$ cat src/rtl/dac_tx.sv
// Left-justified two-slot serial audio transmitter fed from a small sample FIFO.
// Slot words are popped on the sclk falling edge that starts each slot.
module dac_tx #(
    parameter int DWIDTH = 32,
    parameter int SWIDTH = 20,
    parameter int CLKDIV = 4,
    parameter int DEPTH  = 4
) (
    input  logic              clock,
    input  logic              reset,
    input  logic              wr_en,
    input  logic [DWIDTH-1:0] wdata,
    input  logic              clr_flags,
    output logic              sclk,
    output logic              lrclk,
    output logic              sdata,
    output logic              full,
    output logic              empty,
    output logic              underrun,
    output logic              overflow
);
    localparam int DIVW = (CLKDIV > 1) ? $clog2(CLKDIV) : 1;
    localparam int BITW = $clog2(SWIDTH);
    localparam int PTRW = $clog2(DEPTH);
    localparam int CNTW = $clog2(DEPTH + 1);

    typedef enum logic {LEFT = 1'b0, RIGHT = 1'b1} slot_e;

    slot_e             state_q, state_d;
    logic [DIVW-1:0]   div_q, div_d;
    logic              sclk_q, sclk_d;
    logic [BITW-1:0]   bit_q, bit_d;
    logic [SWIDTH-1:0] sh_q, sh_d;
    logic [SWIDTH-1:0] mem_q [DEPTH];
    logic [PTRW-1:0]   wp_q, wp_d, rp_q, rp_d;
    logic [CNTW-1:0]   occ_q, occ_d;
    logic              full_q, full_d, empty_q, empty_d;
    logic              urun_evt_q, urun_evt_d;
    logic              underrun_q, underrun_d, overflow_q, overflow_d;
    logic              div_last, fall, slot_start, pop, push, drop;

    assign div_last   = (div_q == DIVW'(CLKDIV - 1));
    assign fall       = div_last & sclk_q;
    assign slot_start = fall & (bit_q == BITW'(SWIDTH - 1));
    assign pop        = slot_start & ~empty_q;
    // A same-cycle pop frees a slot, so a write to a full FIFO still lands.
    assign push       = wr_en & (~full_q | pop);
    assign drop       = wr_en & full_q & ~pop;

    always_comb begin
        div_d   = div_last ? '0 : div_q + DIVW'(1);
        sclk_d  = sclk_q ^ div_last;
        state_d = state_q;
        bit_d   = bit_q;
        sh_d    = sh_q;
        if (slot_start) begin
            state_d = (state_q == LEFT) ? RIGHT : LEFT;
            bit_d   = '0;
            sh_d    = pop ? mem_q[rp_q] : '0;
        end else if (fall) begin
            bit_d = bit_q + BITW'(1);
            sh_d  = {sh_q[SWIDTH-2:0], 1'b0};
        end
        wp_d    = push ? wp_q + PTRW'(1) : wp_q;
        rp_d    = pop ? rp_q + PTRW'(1) : rp_q;
        occ_d   = occ_q + CNTW'(push) - CNTW'(pop);
        full_d  = (occ_d == CNTW'(DEPTH));
        empty_d = (occ_d == '0);
        // Underrun is reported one cycle after the slot-start edge it belongs to.
        urun_evt_d = slot_start & empty_q;
        underrun_d = urun_evt_q | (underrun_q & ~clr_flags);
        overflow_d = drop | (overflow_q & ~clr_flags);
    end

    always_ff @(posedge clock) begin
        if (reset) begin
            state_q    <= RIGHT;
            div_q      <= '0;
            sclk_q     <= 1'b0;
            bit_q      <= BITW'(SWIDTH - 1);
            sh_q       <= '0;
            wp_q       <= '0;
            rp_q       <= '0;
            occ_q      <= '0;
            full_q     <= 1'b0;
            empty_q    <= 1'b1;
            urun_evt_q <= 1'b0;
            underrun_q <= 1'b0;
            overflow_q <= 1'b0;
        end else begin
            state_q    <= state_d;
            div_q      <= div_d;
            sclk_q     <= sclk_d;
            bit_q      <= bit_d;
            sh_q       <= sh_d;
            wp_q       <= wp_d;
            rp_q       <= rp_d;
            occ_q      <= occ_d;
            full_q     <= full_d;
            empty_q    <= empty_d;
            urun_evt_q <= urun_evt_d;
            underrun_q <= underrun_d;
            overflow_q <= overflow_d;
        end
    end

    always_ff @(posedge clock) begin
        if (push) mem_q[wp_q] <= wdata[SWIDTH-1:0];
    end

    generate
        if (DWIDTH > SWIDTH) begin : g_hi
            logic unused_hi;
            assign unused_hi = ^wdata[DWIDTH-1:SWIDTH];
        end
    endgenerate

    assign sclk     = sclk_q;
    assign lrclk    = (state_q == RIGHT);
    assign sdata    = sh_q[SWIDTH-1];
    assign full     = full_q;
    assign empty    = empty_q;
    assign underrun = underrun_q;
    assign overflow = overflow_q;
endmodule
$ cat config.mk
export PLATFORM = sky130hd
export DESIGN_NAME = dac_tx
export DESIGN_NICKNAME = d
export VERILOG_FILES = /design/src/rtl/dac_tx.sv
export SDC_FILE = /design/constraint.sdc
export NUM_CORES = 1
export LEC_CHECK = 0
export CORE_MARGIN = 4
export CORE_UTILIZATION = 40
export DETAILED_ROUTE_END_ITERATION = 8
export GPL_ROUTABILITY_DRIVEN = 0
export PLACE_DENSITY = 0.63
export REMOVE_ABC_BUFFERS = 1
export SLEW_MARGIN = 20
export SYNTH_ARGS = -nofsm -noshare
export SYNTH_HDL_FRONTEND = slang
export SYNTH_SLANG_ARGS = --single-unit
$ cat constraint.sdc
create_clock -name clock -period 4.4 [get_ports clock]
set_clock_uncertainty 0.05 [all_clocks]
set_input_delay 1.32 -clock clock [delete_from_list [all_inputs] [get_ports clock]]
set_output_delay 1.32 -clock clock [all_outputs]
set_load 0.02 [all_outputs]
; After elaboration in Yosys (flattened, before gate mapping)
; Memories as Yosys holds them, arrays and structs flattened. A register that Yosys moved wholly into a read port is not among the register bits.
; Index checks and enable logic that the tools add are counted.
[classes]
addsub = 6
n_eq_ne = 3
mux = 10
bitwise = 17
reduce_logical = 4
[ops]
columns = operator, count
row1 = 20-bit 2-to-1 mux, 3
row2 = 5-bit 2-to-1 mux, 2
row3 = 1-bit AND, 9
row4 = 2-bit by 1-bit adder with 2-bit output (second input constant), 3
row5 = 5-bit by 1-bit adder with 5-bit output (second input constant), 1
row6 = 5-bit equality test (second input constant), 1
row7 = 2-bit 2-to-1 mux, 2
row8 = 1-bit inverter, 4
row9 = 2-bit OR reduction, 2
row10 = 3-bit by 1-bit adder with 3-bit output, 1
row11 = 3-bit equality test (second input constant), 1
row12 = 3-bit zero test, 1
row13 = 1-bit 2-to-1 mux, 3
row14 = 1-bit OR, 3
row15 = 3-bit by 1-bit subtractor with 3-bit output, 1
row16 = 2-bit equality test (second input constant), 1
row17 = 2-bit nonzero test, 1
row18 = 1-bit XOR, 1
[totals]
register_bits = 41
ramBits = 80
input_bits = 36
out_inout_bits = 7
word_cells = 55
mem_count = 1
[mem_list]
columns = name, words, word_bits, rd, rd_ports_with_merged_regs, write_ports, line
row1 = mem_q, 4, 20, 1, 1, 1, 34  ; logic [SWIDTH-1:0] mem_q [DEPTH];

; Logic depth before layout (Yosys ltp)
; Gate-level depths: netlist (run 1).
[logic_depth]
depth_word = 9
ltp_mapped = 13
ltp_nobuf = 12

; Worst setup path before layout (run 1)
; Ideal clock, no wire load.
[synth_timing]
kind = input -> register
start = input wr_en
end = register empty_q, in the netlist empty
setup_ns = 0.121
arrival_time_ns = 2.894
required_time_ns = 4.229
slack_ns = 1.336
stages = 10
path_buffers = 0
path_cell_list = inv_1 o31a_4 ha_1 inv_1 ha_1 inv_1 fa_1 xnor3_1 nor2_1 a21oi_1
[synth_between]
elab_chain_cells = 4
[synth_lines]
columns = element, line
row1 = from (decl), 11  ; input logic wr_en,
row2 = 1-bit AND, 47  ; assign push = wr_en & (~full_q | pop);
row3 = 3-bit by 1-bit adder with 3-bit output, 66  ; occ_d = occ_q + CNTW'(push) - CNTW'(pop);
row4 = 3-bit by 1-bit subtractor with 3-bit output, 66
row5 = 3-bit zero test, 68  ; empty_d = (occ_d == '0);
row6 = to (signal assigned), 100  ; empty_q <= empty_d;
row7 = to (decl), 37  ; logic full_q, full_d, empty_q, empty_d;
; No other way between the ends.
; A chain may end at the register's enable or synchronous reset.

; Final worst setup path (run 1)
; Same ends and word-level chain as after synthesis.

==> impl_results.md, run 1 <==
- Max-slew violations: 0
- I/O pin count: 43
- Crit Path Category: input port to register
- Internal: 2.28 mW
- Synth top cells by count: edfxtp_1 (80), dfxtp_1 (43), nand2_1 (24)
- Synth top area cells: edfxtp_1 (50%), dfxtp_1 (18%), mux4_2 (9.4%)
- Inst Count DP: 459
- Share of the synthesized area in the top cell type: 50.3%
- Register clock-pin slew on the reported worst setup and hold paths: 0.05 ns
- CP peak stage delay: 0.50 ns
- Post_cts resized: 0
- Pin count of the biggest net entering global routing: 28
- Starting Density: 41.3%
- Total number of vias: 2604
- Full die area: 13800 um^2
- ANT nets after route: 0
- Sequential Power Share: 46.2%
- Ant diodes: 0
- Tmin final: 3.27 ns
- Yosys warns: 0
- First-pass GRT wire length: 14300 um
- Crit. End Element: register
- Hold_buf cts: 0
- # rows: 39
- CTS H-tree lvls: 4
- Clk pwr share: 47.1%
- Power per Cell Area: 496 nW/um^2
- Area of the core: 11600 um^2
- TritonCTS clock tree: built
- Drt first pass iters: 4
- Synth Instances: 298
- Final HPWL from detailed placement: 4980 um
- Switching part of the total: 20.9%
- Most common cell on crit path: inv_1
- Total GRT Usage: 13.5%
- Post-synth top area cell: edfxtp_1
- Clock root cell: clkbuf_16
- Run status: finished clean
- Worst VDD drop: 0.000279 V
- Post-CTS Setup Inserts: 0
- Worst slew pin tran: 0.791 ns
- Final setup violation count: 0
- Comb pwr share: 6.7%
- Synthesized area: 4780 um^2
- Switching pwr: 602 uW
- Share of layout cells above drive strength 1: 18.7%
- Synth Flop Type: edfxtp_1
- Count leader, synth: edfxtp_1
- IO Port Bufs: 30
- Slew HR: 47.2%
- Total CTS buffers: 17
- DR iter-0 viols: 156
- Hold Path Class: register to register
- Clk Latency, worst-skew pair: 0.41 ns
- Vias in the first global route: 2727
- Wire per inst: 17.3 um
- Layout Cells excl Fill: 491
- Asr flop ratio synth: 0%
- Die H: 117 um
- CP arrival: 3.51 ns
- Area Growth Syn to Fin: 21.7%
- CP cell instances: clkdlybuf4s50_1 -> inv_1 -> o31a_4 -> ha_1 -> inv_1 -> ha_1 -> inv_1 -> fa_1 -> xnor3_1 -> nor2_1 -> a21oi_1
- CTS sink cnt: 123
- Initial antenna violation count: 0
- Worst path bufs/invs: 4
- # fillers: 983
- Die width: 117 um
- Post-Route Setup TNS: 0 ns
- Max cap viols: 0
- Max FO, Critical Path: 7
- Tcrit/Tclk final: 74.4%
- Layout Nets: 381
- Synth Register Bits: 123
- Leakage: 1.93 nW
- WL final: 8490 um
- Max clock buf depth: 2
- Critical path startpoint category: input port
- Slowest cell on the critical path: clkdlybuf4s50_1
- RSZ-0062 raised after global routing: false
- DRC violations left: 0
- EDFF count, synth: 80
- Crit path max-delay family: adder cells
- Total power: 2.88 mW
- Final Hold Fails: 0
- Post-synthesis sequential area ratio: 68.3%
- Netlist cell types: 41
- WP data required: 4.64 ns
- Fmax: 305 MHz
- Mean Syn Cell Area: 16.0 um^2
- Vias per cell: 5.30
- Total grt overflow: 0
-- kinds of logic after synthesis --
family          synth area share [%]
buf+inv                         2.51
xor+xnor                       0.838
flops                           68.3
simple gates                    5.97
mux                             10.2
fa+ha+maj                       2.77
compound gates                  9.48
-- cell usage in the layout (no fill, tap or decap), drive strengths merged, types with 3 or more instances in the layout --
cell           netlist  layout
clkinv               0       6
ha                   9       9
a21oi                8       8
edfxtp              80      80
buf                  9       6
clkdlybuf4s50        0      30
nor2                 7       7
nand2               24      24
and2b                4       4
nand2b               3       3
dfxtp               43      43
o2bb2ai             19      19
inv                 10      10
a2bb2oi             19      19
nor3                 6       6
mux4                20      20
clkbuf               9      22
-- final timing paths --
| check | slack, ns | from | cells past startpoint | to |
|---|---|---|---|---|
| worst max-delay path | 1.13 | wr_en | 11 | empty |
| worst min-delay path | 0.40 | urun_evt_q | 2 | underrun |
| worst max register to register | 1.36 | div_q[0] | 13 | empty |
| worst min register to register | 0.40 | urun_evt_q | 2 | underrun |
-- metal layers --
layer	vias up	GRT usage [%]	part of all wire, %	wire, um
met1	1311	16.6	45	3860
li1	1237	-	-	-
met5	-	0	0	0
met4	0	5.06	1.4	119
met2	44	21.4	49	4190
met3	12	5.39	3.8	320
-- sequential cells by signal (all words and copies together), names as in the netlist, 2 cells and up, named ones only --
name,flops
mem_q,80
div_q,2
wp_q,2
bit_q,5
rp_q,2
sh_q,20
occ_q,3
-- per-stage QoR --
step           setup slack (ns)  instance area (um^2)  hold slack [ns]  util, %
2_1_floorplan              1.34                  4700            0.353        -
3_3_place_gp              0.730                  5230            0.366     45.2
3_5_place_dp              0.693                  5230            0.376     45.2
4_1_cts                    1.13                  5820            0.397     50.3
5_1_grt                   0.972                  5820            0.415     50.3
6_report                   1.13                  5820            0.396     50.3
-- final cells by class --
cell class              instances  area, um^2  area share (%)
clock buffers                  22         474            8.15
multi-input cells             147        1400            24.1
repair buffers                 36         345            5.94
well taps                     143         179            3.08
inverters                      10        37.5           0.645
clock inverters                10         116            2.00
flip-flops and latches        123        3260            56.1
-- power groups by stage --
stage | Combinational [mW] | Sequential, mW | Clock (mW)
after floorplan | 0.106 | 1.36 | 0
after global placement | 0.194 | 1.35 | 0
after detailed placement | 0.199 | 1.36 | 0
after CTS | 0.199 | 1.33 | 1.39
after global routing | 0.216 | 1.34 | 1.44
final | 0.194 | 1.33 | 1.36
-- worst reg2reg max path, delay by kind of cell, from the launching register on --
family	cells	cell delay, ns
fa+ha+maj	5	1.15
xor+xnor	1	0.20
buf+inv	3	0.38
compound gates	2	0.43
simple gates	2	0.38
flops	1	0.33
No activity file was read; power rests on OpenSTA's default activity.
==> run 2: changes to the inputs <==
- clock period: 4.4 -> 3.2 ns (I/O delays scaled with it)
==> impl_results.md, run 2 (synthesis gave the netlist of run 1 again) <==
- R2R cell count: 12
- Ant diodes: 0
- WP data required: 3.43 ns
- FF/Latch Area: 3260 um^2
- Final hold slack: 0.386 ns
- Total CTS buffers: 17
- Vias per cell: 5.35
- Clock root cell: clkbuf_16
- Die H: 117 um
- Worst Hold End: div_q[0]
- Internal: 3.21 mW
- Starting Density: 41.3%
- Design Area, Final: 5930 um^2
- Layout Nets: 388
- Crit Path Category: input port to register
- DR iter-0 viols: 252
- Full die area: 13800 um^2
- CP cell instances: clkdlybuf4s50_1 -> inv_1 -> o31a_4 -> ha_1 -> inv_1 -> ha_1 -> inv_1 -> fa_1 -> xnor3_1 -> nor2_1 -> a21oi_1
- WL final: 8800 um
- Most common cell on crit path: inv_1
- Crit path max-delay family: adder cells
- Final setup violation count: 0
- Tcrit/Tclk final: 89.5%
- Max FO, Critical Path: 2
- Hold_sp: div_q[0]
- Post-CTS Setup Inserts: 0
- Reg-to-reg critical path startpoint: div_q[0]
- Run status: finished clean
- Post-Place Cell Area: 5330 um^2
- IO Port Bufs: 30
- Crit. End Element: register
- Tmin final: 2.86 ns
- Share of layout cells above drive strength 1: 18.6%
- CTS sink cnt: 123
- # rows: 39
- Dpl ws: -0.0722 ns
- FF-to-FF End: empty
- Switching pwr: 816 uW
- RSZ-0062 raised after global routing: false
- Final HPWL from detailed placement: 5040 um
- Wire per inst: 17.7 um
- Register clock-pin slew on the reported worst setup and hold paths: 0.05 ns
- Worst VDD drop: 0.000435 V
- Die width: 117 um
- Vias in the first global route: 2745
- CP peak stage delay: 0.48 ns
- CP arrival: 3.10 ns
- I/O pin count: 43
- TritonCTS clock tree: built
- Sequential Power Share: 45.5%
- ANT nets after route: 0
- Area Growth Syn to Fin: 24.0%
- Hold Path Class: register to register
- Top reg by flops: mem_q
- CTS H-tree lvls: 4
- Final WS setup: 0.337 ns
- Worst path depth: 11
- R2r setup slk: 0.52 ns
- Biggest regs: mem_q: 80 flops, sh_q: 20 flops, bit_q: 5 flops
- Total power: 4.03 mW
- Drt first pass iters: 4
- Area of the core: 11600 um^2
- Hold_buf cts: 0
- Slowest cell on the critical path: clkdlybuf4s50_1
- Total number of vias: 2662
- Initial antenna violation count: 0
- Commonest cells after routing, fill and taps aside: edfxtp_1 (80), dfxtp_1 (43), clkdlybuf4s50_1 (30)
- DRC violations left: 0
- Final Hold Fails: 0
- Leading cell type in the layout, fill and taps excluded: edfxtp_1
- First-pass GRT wire length: 14400 um
- Post-Route Setup TNS: 0 ns
- Max clock buf depth: 2
- Hold Crit Depth: 1
- Max cap viols: 0
- Comb pwr share: 7.3%
- Largest register FFs: 80
- Pin count of the biggest net entering global routing: 27
- Total GRT Usage: 13.5%
- Leakage: 1.98 nW
- Worst slew pin tran: 0.799 ns
- # fillers: 978
- Clk Latency, worst-skew pair: 0.40 ns
- Power per Cell Area: 680 nW/um^2
- Worst path bufs/invs: 4
- Total grt overflow: 0
- Critical path startpoint category: input port
- Fmax: 349 MHz
- Switching part of the total: 20.3%
- Slew HR: 46.7%
- Clk pwr share: 47.2%
- Footprint of the multi-input gates: 1400 um^2
- Post_cts resized: 0
- Max-slew violations: 0
run 2: cell count changes in the layout (fill, tap and decap cells not counted), moves of 2 or more:
cell / previous run / this run
clkbuf_8: 3 / 1
clkbuf_16: 17 / 19
clkbuf_1: 2 / 6
clkinv_4: 3 / 1
buf_12: 0 / 4
buf_4: 6 / 9
clkinv_2: 3 / 1
run 2: final cells by class:
class                   instances  area share (%)
flip-flops and latches        123            55.1
multi-input cells             147            23.6
clock buffers                  26            8.64
repair buffers                 43            7.56
well taps                     143            3.02
clock inverters                 6            1.44
inverters                      10           0.633
run 2: worst max path at each step:
stage,startpoint,end,slack [ns]
floorplan,div_q[0],empty,0.20
global placement,wr_en,empty,-0.03
detailed placement,wr_en,empty,-0.07
CTS,wr_en,empty,0.34
global route,wr_en,empty,0.18
finish,wr_en,empty,0.34
run 2: metrics by stage:
step	std cells	util, %
after floorplan	280	-
after global placement	466	46.1
after detailed placement	466	46.1
after CTS	498	51.2
after global routing	498	51.2
final	498	51.2
run 2: per-layer routing:
layer | track usage [%] | vias to the layer above | routed length, um
li1 | - | 1256 | -
met1 | 17.0 | 1347 | 3920
met2 | 21.9 | 50 | 4490
met3 | 4.48 | 9 | 307
met4 | 5.28 | 0 | 87
met5 | 0 | - | 0
run 2: worst reg2reg max path, delay by kind of cell (launching register included):
kind                     cells  cell delay (ns)
adder cells (fa/ha/maj)      5             1.16
AO/OA/AOI/OAI                2             0.39
AND/OR/NAND/NOR              2             0.34
flip-flops                   1             0.33
XOR/XNOR                     1             0.21
buffers and inverters        2             0.09
run 2: power by group through the flow:
stage | Sequential (mW) | Clock (mW) | Combinational [mW]
3_5_place_dp | 1.86 | 0 | 0.298
4_1_cts | 1.83 | 1.93 | 0.302
6_report | 1.83 | 1.90 | 0.295
3_3_place_gp | 1.86 | 0 | 0.294
5_1_grt | 1.84 | 2.01 | 0.326
2_1_floorplan | 1.87 | 0 | 0.146
==> run 3: changes to the inputs <==
- CORE_ASPECT_RATIO: unset -> 1.5
==> impl_results.md, run 3 (synthesis gave the netlist of run 1 again) <==
- Crit Path Category: input port to register
- Run status: finished clean
- Post-Place Cell Area: 5330 um^2
- Final HPWL from detailed placement: 5320 um
- Worst VDD drop: 0.000350 V
- Clock root cell: clkbuf_16
- Pin count of the biggest net entering global routing: 27
- Biggest regs: mem_q: 80 flops, sh_q: 20 flops, bit_q: 5 flops
- Wire per inst: 16.7 um
- Vias per cell: 5.16
- Total power: 3.81 mW
- Max-slew violations: 0
- Drt first pass iters: 5
- Top reg by flops: mem_q
- Tcrit/Tclk final: 88.7%
- CTS sink cnt: 123
- Leakage: 1.96 nW
- Full die area: 13800 um^2
- Total grt overflow: 0
- CP arrival: 3.06 ns
- Die H: 142 um
- Post-CTS Setup Inserts: 0
- Area Growth Syn to Fin: 22.8%
- Footprint of the multi-input gates: 1400 um^2
- Total GRT Usage: 13.4%
- First-pass GRT wire length: 14100 um
- Max cap viols: 0
- DRC violations left: 0
- Vias in the first global route: 2875
- Worst slew pin tran: 0.769 ns
- RSZ-0062 raised after global routing: false
- ANT nets after route: 0
- Total number of vias: 2612
- Tmin final: 2.84 ns
- IO Port Bufs: 30
- CTS H-tree lvls: 4
- Slew HR: 48.7%
- Die width: 97.3 um
- I/O pin count: 43
- Register clock-pin slew on the reported worst setup and hold paths: 0.05 ns
- Max FO, Critical Path: 2
- Slowest cell on the critical path: clkdlybuf4s50_1
- Area of the core: 11600 um^2
- Post-Route Setup TNS: 0 ns
- FF/Latch Area: 3260 um^2
- Largest register FFs: 80
- CP peak stage delay: 0.48 ns
- Fmax: 352 MHz
- Final Hold Fails: 0
- Layout Nets: 389
- CP cell instances: clkdlybuf4s50_1 -> inv_1 -> o31a_4 -> ha_1 -> inv_1 -> ha_1 -> inv_1 -> fa_1 -> xnor3_1 -> nor2_1 -> a21oi_1
- Starting Density: 41.2%
- Hold Path Class: register to register
- Commonest cells after routing, fill and taps aside: edfxtp_1 (80), dfxtp_1 (43), clkdlybuf4s50_1 (30)
- WL final: 8460 um
- # rows: 48
- Design Area, Final: 5870 um^2
- Total CTS buffers: 17
- Critical path startpoint category: input port
- Crit. End Element: register
- Post_cts resized: 0
- Hold_buf cts: 0
- Most common cell on crit path: inv_1
- # fillers: 991
- Power per Cell Area: 649 nW/um^2
- DR iter-0 viols: 176
- Final setup violation count: 0
- Ant diodes: 0
- WP data required: 3.43 ns
- Share of layout cells above drive strength 1: 18.3%
- Leading cell type in the layout, fill and taps excluded: edfxtp_1
- Initial antenna violation count: 0
- Clk Latency, worst-skew pair: 0.40 ns
- TritonCTS clock tree: built
- Max clock buf depth: 2
==> run 3: stage by stage <==
stage / util [%] / setup WS [ns] / instances / hold slack, ns
after CTS: 50.6 / 0.366 / 506 / 0.389
after global routing: 50.6 / 0.246 / 506 / 0.421
after global placement: 46.0 / -0.0203 / 474 / 0.366
after detailed placement: 46.0 / -0.0616 / 474 / 0.377
final: 50.6 / 0.362 / 506 / 0.383
after floorplan: - / 0.199 / 280 / 0.353
==> run 3: final timing paths <==
kind	from	end	slack, ns	cells after the start
max	wr_en	empty	0.36	11
max reg2reg	div_q[0]	empty	0.47	12
min	urun_evt_q	underrun	0.38	2
min reg2reg	urun_evt_q	underrun	0.38	2
==> run 3: final cells by class <==
cell class,instances,share of cell area (%)
clock inverter,2,0.171
sequential,123,55.6
timing repair buffer,44,7.55
inverter,10,0.640
clock buffer,30,8.96
multi-input combinational,147,23.9
tap,150,3.20
==> run 3: critical path, delay by kind of cell <==
family,cells,cell delay [ns]
compound gates,2,0.39
fa+ha+maj,3,0.75
buf+inv,4,0.63
simple gates,1,0.12
xor+xnor,1,0.20
==> run 3: power breakdown <==
group,total (mW),internal (mW),switching [mW]
combinational,0.290,0.148,0.141
clock,1.68,1.09,0.588
sequential,1.83,1.80,0.0304
==> run 3: layer usage <==
| metal | global-route usage, % | share of wire [%] | vias up |
|---|---|---|---|
| met4 | 6.49 | 2.1 | 0 |
| met2 | 24.9 | 56 | 44 |
| met3 | 3.34 | 3.0 | 15 |
| met1 | 14.0 | 38 | 1311 |
| met5 | 0 | 0 | - |
| li1 | - | - | 1242 |
